==> config.mk <==
export PLATFORM = sky130hd
export DESIGN_NAME = riscv_fetch_buffer_flat
export DESIGN_NICKNAME = d
export VERILOG_FILES = /design/src/rtl/riscv_fetch_buffer_if.sv /design/src/rtl/riscv_fetch_buffer.sv /design/src/flat_wrapper.sv
export SDC_FILE = /design/constraint.sdc
export NUM_CORES = 1
export LEC_CHECK = 0
export ABC_CLOCK_PERIOD_IN_PS = 14030
export CAP_MARGIN = 20
export CORE_UTILIZATION = 45
export DETAILED_ROUTE_END_ITERATION = 10
export PLACE_DENSITY = 0.73
export SYNTH_ARGS = -nofsm -noshare
export SYNTH_HDL_FRONTEND = slang
export SYNTH_SLANG_ARGS = --single-unit
==> constraint.sdc <==
create_clock -name clk -period 14.03 [get_ports clk]
set_clock_uncertainty 0.05 [all_clocks]
set_input_delay 4.209 -clock clk [delete_from_list [all_inputs] [get_ports clk]]
set_output_delay 4.209 -clock clk [all_outputs]
set_load 0.05 [all_outputs]
==> src/rtl/riscv_fetch_buffer_if.sv <==
// Instruction-memory request/response bus between the fetch buffer (master) and memory (slave).
interface riscv_fetch_buffer_if;
  logic        mem_req;
  logic [31:0] mem_addr;
  logic        mem_gnt;
  logic        mem_rvalid;
  logic [31:0] mem_rdata;

  modport master (output mem_req, mem_addr, input mem_gnt, mem_rvalid, mem_rdata);
  modport slave  (input mem_req, mem_addr, output mem_gnt, mem_rvalid, mem_rdata);
endinterface

==> src/rtl/riscv_fetch_buffer.sv <==
// Sequential prefetch queue feeding the single-cycle core; flushes and refetches on PC discontinuity.
// Optional FETCH_STATS_EN enables the stall/redirect counters (tied to zero otherwise).
module riscv_fetch_buffer #(
  parameter int unsigned DEPTH = 4,
  parameter logic [31:0] NOP   = 32'h0000_0013
) (
  input  logic                        clk,
  input  logic                        rst,
  input  logic [31:0]                 pc_in,
  output logic [31:0]                 instr_out,
  output logic                        instr_valid,
  riscv_fetch_buffer_if.master        mem,
  output logic [15:0]                 stall_count,
  output logic [15:0]                 redirect_count
);

  localparam int unsigned PW = $clog2(DEPTH);
  localparam int unsigned CW = $clog2(DEPTH + 1);
  localparam int unsigned SW = CW + 1;
  localparam int unsigned DW = 8;

  logic [31:0]   q_addr [DEPTH];
  logic [31:0]   q_data [DEPTH];
  logic [PW-1:0] rd_ptr;
  logic [PW-1:0] wr_ptr;
  logic [CW-1:0] count;
  logic [CW-1:0] outstanding;
  logic [DW-1:0] discard;
  logic [31:0]   fetch_addr;
  logic          req_q;
  logic [31:0]   addr_q;

  logic          q_empty;
  logic [31:0]   head_addr;
  logic [31:0]   head_data;
  logic [31:0]   inflight_addr;
  logic [31:0]   expect_addr;
  logic          hit;
  logic          redirect;
  logic          gnt_acc;
  logic          drop;
  logic          push;
  logic [CW-1:0] count_nxt;
  logic [CW-1:0] out_nxt;
  logic [DW-1:0] discard_nxt;
  logic [31:0]   fetch_nxt;
  logic          req_nxt;

  // Live requests are always a contiguous run ending just below fetch_addr.
  always_comb begin
    q_empty       = (count == '0);
    head_addr     = q_addr[rd_ptr];
    head_data     = q_data[rd_ptr];
    inflight_addr = fetch_addr - (32'(outstanding) << 2);
    expect_addr   = fetch_addr;
    if (!q_empty)                expect_addr = head_addr;
    else if (outstanding != '0)  expect_addr = inflight_addr;
    hit       = !rst && !q_empty && (pc_in == head_addr);
    redirect  = !rst && (pc_in != expect_addr);
    gnt_acc   = req_q && mem.mem_gnt;
    drop      = mem.mem_rvalid && (redirect || (discard != '0));
    push      = mem.mem_rvalid && !drop;

    count_nxt   = count;
    out_nxt     = outstanding;
    discard_nxt = discard;
    fetch_nxt   = fetch_addr;
    req_nxt     = 1'b0;
    if (redirect) begin
      // Everything still in flight (plus this cycle's grant) becomes discard; a response now is one of them.
      count_nxt   = '0;
      out_nxt     = '0;
      discard_nxt = discard + DW'(outstanding) + DW'(gnt_acc) - DW'(mem.mem_rvalid);
      fetch_nxt   = pc_in;
    end else begin
      count_nxt   = count + CW'(push) - CW'(hit);
      out_nxt     = outstanding + CW'(gnt_acc) - CW'(push);
      discard_nxt = discard - DW'(drop);
      fetch_nxt   = gnt_acc ? fetch_addr + 32'd4 : fetch_addr;
      req_nxt     = (SW'(count_nxt) + SW'(out_nxt)) < SW'(DEPTH);
    end
  end

  always_ff @(posedge clk) begin
    if (rst) begin
      rd_ptr      <= '0;
      wr_ptr      <= '0;
      count       <= '0;
      outstanding <= '0;
      discard     <= '0;
      fetch_addr  <= '0;
      req_q       <= 1'b0;
      addr_q      <= '0;
    end else begin
      count       <= count_nxt;
      outstanding <= out_nxt;
      discard     <= discard_nxt;
      fetch_addr  <= fetch_nxt;
      req_q       <= req_nxt;
      addr_q      <= fetch_nxt;
      if (redirect) begin
        rd_ptr <= '0;
        wr_ptr <= '0;
      end else begin
        if (push) wr_ptr <= wr_ptr + PW'(1);
        if (hit)  rd_ptr <= rd_ptr + PW'(1);
      end
    end
  end

  // Queue storage needs no reset; count qualifies every read.
  always_ff @(posedge clk) begin
    if (!rst && push) begin
      q_addr[wr_ptr] <= inflight_addr;
      q_data[wr_ptr] <= mem.mem_rdata;
    end
  end

  always_ff @(posedge clk) begin
    if (!rst) begin
      assert (!(push && (count == CW'(DEPTH))))
        else $error("fetch buffer: push into full queue");
    end
  end

  assign mem.mem_req  = req_q;
  assign mem.mem_addr = addr_q;
  assign instr_valid  = hit;
  assign instr_out    = hit ? head_data : NOP;

`ifdef FETCH_STATS_EN
  always_ff @(posedge clk) begin
    if (rst) begin
      stall_count    <= '0;
      redirect_count <= '0;
    end else begin
      if (!hit && (stall_count != 16'hFFFF))         stall_count    <= stall_count + 16'd1;
      if (redirect && (redirect_count != 16'hFFFF))  redirect_count <= redirect_count + 16'd1;
    end
  end
`else
  assign stall_count    = 16'h0000;
  assign redirect_count = 16'h0000;
`endif

endmodule

==> src/flat_wrapper.sv <==
// flat-port wrapper written by rule: the top's interface ports become plain ports
module riscv_fetch_buffer_flat 
#(
  parameter int unsigned DEPTH = 4,
  parameter logic [31:0] NOP   = 32'h0000_0013
)
  (clk, rst, pc_in, instr_out, instr_valid, stall_count, redirect_count, mem_mem_req, mem_mem_addr, mem_mem_gnt, mem_mem_rvalid, mem_mem_rdata);
  riscv_fetch_buffer_if mem_i ();
  input  logic clk;
  input  logic rst;
  input  logic [31:0] pc_in;
  output logic [31:0] instr_out;
  output logic instr_valid;
  output logic [15:0] stall_count;
  output logic [15:0] redirect_count;
  output wire logic [$bits(mem_i.mem_req)-1:0] mem_mem_req;
  output wire logic [$bits(mem_i.mem_addr)-1:0] mem_mem_addr;
  input wire logic [$bits(mem_i.mem_gnt)-1:0] mem_mem_gnt;
  input wire logic [$bits(mem_i.mem_rvalid)-1:0] mem_mem_rvalid;
  input wire logic [$bits(mem_i.mem_rdata)-1:0] mem_mem_rdata;
  assign mem_mem_req = mem_i.mem_req;
  assign mem_mem_addr = mem_i.mem_addr;
  assign mem_i.mem_gnt = mem_mem_gnt;
  assign mem_i.mem_rvalid = mem_mem_rvalid;
  assign mem_i.mem_rdata = mem_mem_rdata;
  riscv_fetch_buffer #(.DEPTH(DEPTH), .NOP(NOP)) u_core (.clk(clk), .rst(rst), .pc_in(pc_in), .instr_out(instr_out), .instr_valid(instr_valid), .mem(mem_i), .stall_count(stall_count), .redirect_count(redirect_count));
endmodule
==> results.py <==
metrics = {
    "outcome": {
        "outcome": "completed",
    },
    "placed_design": {
        "post-place-ws_ns": 2.119,
        "port_buffers": 133,
        "hpwlAfterDp_mm": 26.18,
        "routabilityCongestion": 0.9418,
    },
    "synth": {
        "syn_area_um2": 15770,
        "synthTopCellsByCount": "edfxtp_1, xnor2_1, mux4_2",
        "synth_adder_area_share_pct": 2.935,
        "ys_ff_latch": 309,
        "ys_seq_area_share_pct": 55.47,
        "synthXorXnorAreaFrac_pct": 7.830,
        "synth_top_area_share_pct": 48.74,
        "synth_warnings": 0,
        "synth_compound_area_share_pct": 7.790,
        "syn_avg_cell_area_um2": 13.21,
        "synth_mux_area_share_pct": 9.876,
        "synth_edf_count": 256,
        "yosysUniqueCellTypes": 71,
        "ys.flop_type": "edfxtp_1",
        "synth_area_leaders": "edfxtp_1, mux4_2, dfxtp_1",
        "synth_top_family_by_area": "simple AND/OR/NAND/NOR gates",
        "synthArstFlopShare_pct": 0,
        "yosys.area.top_type": "edfxtp_1",
        "synthSimpleGateAreaFrac_pct": 10.84,
        "synth_cells": 1194,
        "yosysMostFrequentCell": "edfxtp_1",
    },
    "cells_and_area": {
        "multiInputGateArea_um2": 6381,
        "register_area_um2": 8756,
        "n_fill_cell": 2907,
        "antenna_cells": 0,
        "drive_above_1_share_pct": 14.46,
        "num-nets-final": 1397,
        "syn_to_final_growth_pct": 17.78,
    },
    "critical_path": {
        "critPathLaunch": "pc_in[4]",
        "timing.rr.end": "u_core.mem.mem_req$_SDFF_PP0_",
        "r2r_start": "u_core.fetch_addr[2]$_SDFFE_PP0P_",
        "criticalPathCategory": "in2out",
        "endpoint_kind": "output pin",
        "ff2ff_setup_slack_ns": 7.31,
        "worst-path-max-fanout": 31,
        "cp-endpoint": "instr_out[4]",
        "required_ns": 9.77,
        "critPathLaunchType": "primary input",
        "worstPathArrival_ns": 7.64,
        "ff2ff_path_depth": 24,
    },
    "die": {
        "dieArea_um2": 35800,
        "fp.coreArea_um2": 34540,
        "initial_core_util_pct": 45.66,
        "rows": 68,
        "die_w_um": 189.2,
        "io_pins": 166,
        "die_h_um": 189.2,
    },
    "worst_hold_path": {
        "hold_depth": 2,
        "hold_path_class": "reg2reg",
    },
    "sta": {
        "timing.final.ws_setup_ns": 2.133,
        "rsz0062_at_grt": "false",
        "hold_viol_final": 0,
        "drv_slew": 0,
        "fmax_ghz": 0.08405,
        "worstMarginPinSlew_ns": 1.017,
        "hold_slack_ns": 0.5087,
        "finalWorstPathRequiredPeriod_ns": 11.90,
        "finalCritPeriodShare_pct": 84.80,
        "slew_headroom_pct": 32.19,
        "setup_tns_ns": 0,
        "setup_viol": 0,
    },
    "cts": {
        "holdBufCountCts": 0,
        "cts_setup_buffers": 0,
        "clk_path_buf_depth": 3,
        "htree_levels": 2,
        "path_clk_slew_ns": 0.06,
        "clk_latency_ns": 0.52,
        "cts-root-buf": "clkbuf_16",
        "ctsResizeCount": 0,
        "cts_buffers": 35,
        "clock_sinks": 309,
        "cts_tree": "done",
    },
    "grt": {
        "track_usage_pct": 22.36,
        "grt_overflow": 0,
        "grt_pass1_wl_mm": 60.89,
        "grt_pass1_vias": 10070,
        "antenna_found_initial": 0,
        "grt_max_degree": 65,
    },
    "pwr": {
        "power_leakage_nw": 6.315,
        "p_per_area_nw_per_um2": 121.0,
        "worst_ir_drop_vdd_v": 0.0001107,
    },
    "routing": {
        "wl_mm": 38.96,
        "ant_nets": 0,
        "drc_errors": 0,
        "viasPerCell": 5.711,
        "drtPass1Iterations": 6,
        "drtIter0Drc": 835,
        "dr_total_vias": 10140,
        "wire_per_inst_um": 21.94,
    },
    "job": {
        "max_cap_viol_count": 0,
    },
}
[report_power, final]
part / switching, mW / internal (mW) / leakage (nW)
registers: 0.0210 / 1.01 / 2.87
clock network: 0.366 / 0.580 / 0.586
logic: 0.165 / 0.108 / 2.86
[layout make-up]
class                   instances  area share [%]
clock buffers                  42           4.910
clock inverters                21           1.596
inverters                      48          0.9699
multi-input cells             749           34.35
flip-flops and latches        309           47.13
well taps                     455           3.065
repair buffers                152           7.975
[layout by cell type (no fill, tap or decap), types with 6 or more instances in the layout]
| cell | instances |
|---|---|
| o21ai_0 | 25 |
| inv_1 | 48 |
| clkbuf_1 | 6 |
| nor3_1 | 25 |
| edfxtp_1 | 256 |
| or3_1 | 14 |
| buf_4 | 18 |
| bufinv_16 | 6 |
| xnor2_1 | 97 |
| a211oi_1 | 10 |
| nor4_1 | 9 |
| clkdlybuf4s50_1 | 132 |
| and2_1 | 7 |
| a21oi_1 | 49 |
| mux2i_1 | 24 |
| nor2_1 | 35 |
| nand3_1 | 30 |
| nand4_1 | 14 |
| a211oi_2 | 26 |
| nor2b_1 | 6 |
| or4_1 | 8 |
| conb_1 | 32 |
| ha_1 | 29 |
| dfxtp_1 | 51 |
| clkinv_2 | 7 |
| nor3_2 | 10 |
| clkbuf_16 | 35 |
| mux4_2 | 58 |
| and3_1 | 51 |
| xor2_1 | 44 |
| nand2_1 | 50 |
[worst min-delay path by stage]
stage | to | start
2_1_floorplan | u_core.fetch_addr[1]$_SDFFE_PP0P_ | u_core.fetch_addr[1]$_SDFFE_PP0P_
3_3_place_gp | flop | u_core.rd_ptr[1]$_SDFFE_PP0P_
3_5_place_dp | flop | u_core.rd_ptr[1]$_SDFFE_PP0P_
4_1_cts | u_core.rd_ptr[1]$_SDFFE_PP0P_ | u_core.rd_ptr[1]$_SDFFE_PP0P_
5_1_grt | u_core.rd_ptr[1]$_SDFFE_PP0P_ | u_core.rd_ptr[1]$_SDFFE_PP0P_
6_report | u_core.rd_ptr[1]$_SDFFE_PP0P_ | u_core.rd_ptr[1]$_SDFFE_PP0P_
[through the flow]
step | utilization, % | std cells | area (um2) | total power [mW]
CTS | 53.78 | 1776 | 18580 | 2.266
floorplan | - | 1225 | 15890 | 1.242
global placement | 50.22 | 1712 | 17350 | 1.312
global route | 53.78 | 1776 | 18580 | 2.332
detailed placement | 50.28 | 1713 | 17370 | 1.316
finish | 53.78 | 1776 | 18580 | 2.247
[kinds of logic (layout without fill, tap and decap cells)]
kind of cell             Yosys count  count (layout)
flip-flops                       309             309
buffers and inverters            167             263
adder cells (fa/ha/maj)           34              34
other                              1              32
AND/OR/NAND/NOR                  296             296
XOR/XNOR                         141             141
AO/OA/AOI/OAI                    163             163
multiplexers                      83              83
[per-layer routing]
layer,up-vias,track usage [%],routed length [um]
met5,-,0,0
met4,0,6.917,1144
met3,73,3.652,2755
met2,428,34.45,17740
met1,5007,32.44,17320
li1,4635,-,-
[state kept, by name (all words and copies together), names as in the netlist, named ones only]
signal and flops:
u_core.count 3, u_core.discard 8, u_core.fetch_addr 32, u_core.mem.mem_req 1
u_core.outstanding 3, u_core.q_addr 128, u_core.q_data 128, u_core.rd_ptr 2
u_core.wr_ptr 2
[critical path: stages]
cell             delay [ns]
clkdlybuf4s50_1        0.50
xnor2_1                0.33
nand4_1                0.16
or4_1                  0.46
nor4_2                 0.37
buf_4                  0.38
nand2_1                0.18
or2_2                  0.32
clkdlybuf4s50_1        0.71
(Power assumes the default switching activity.)
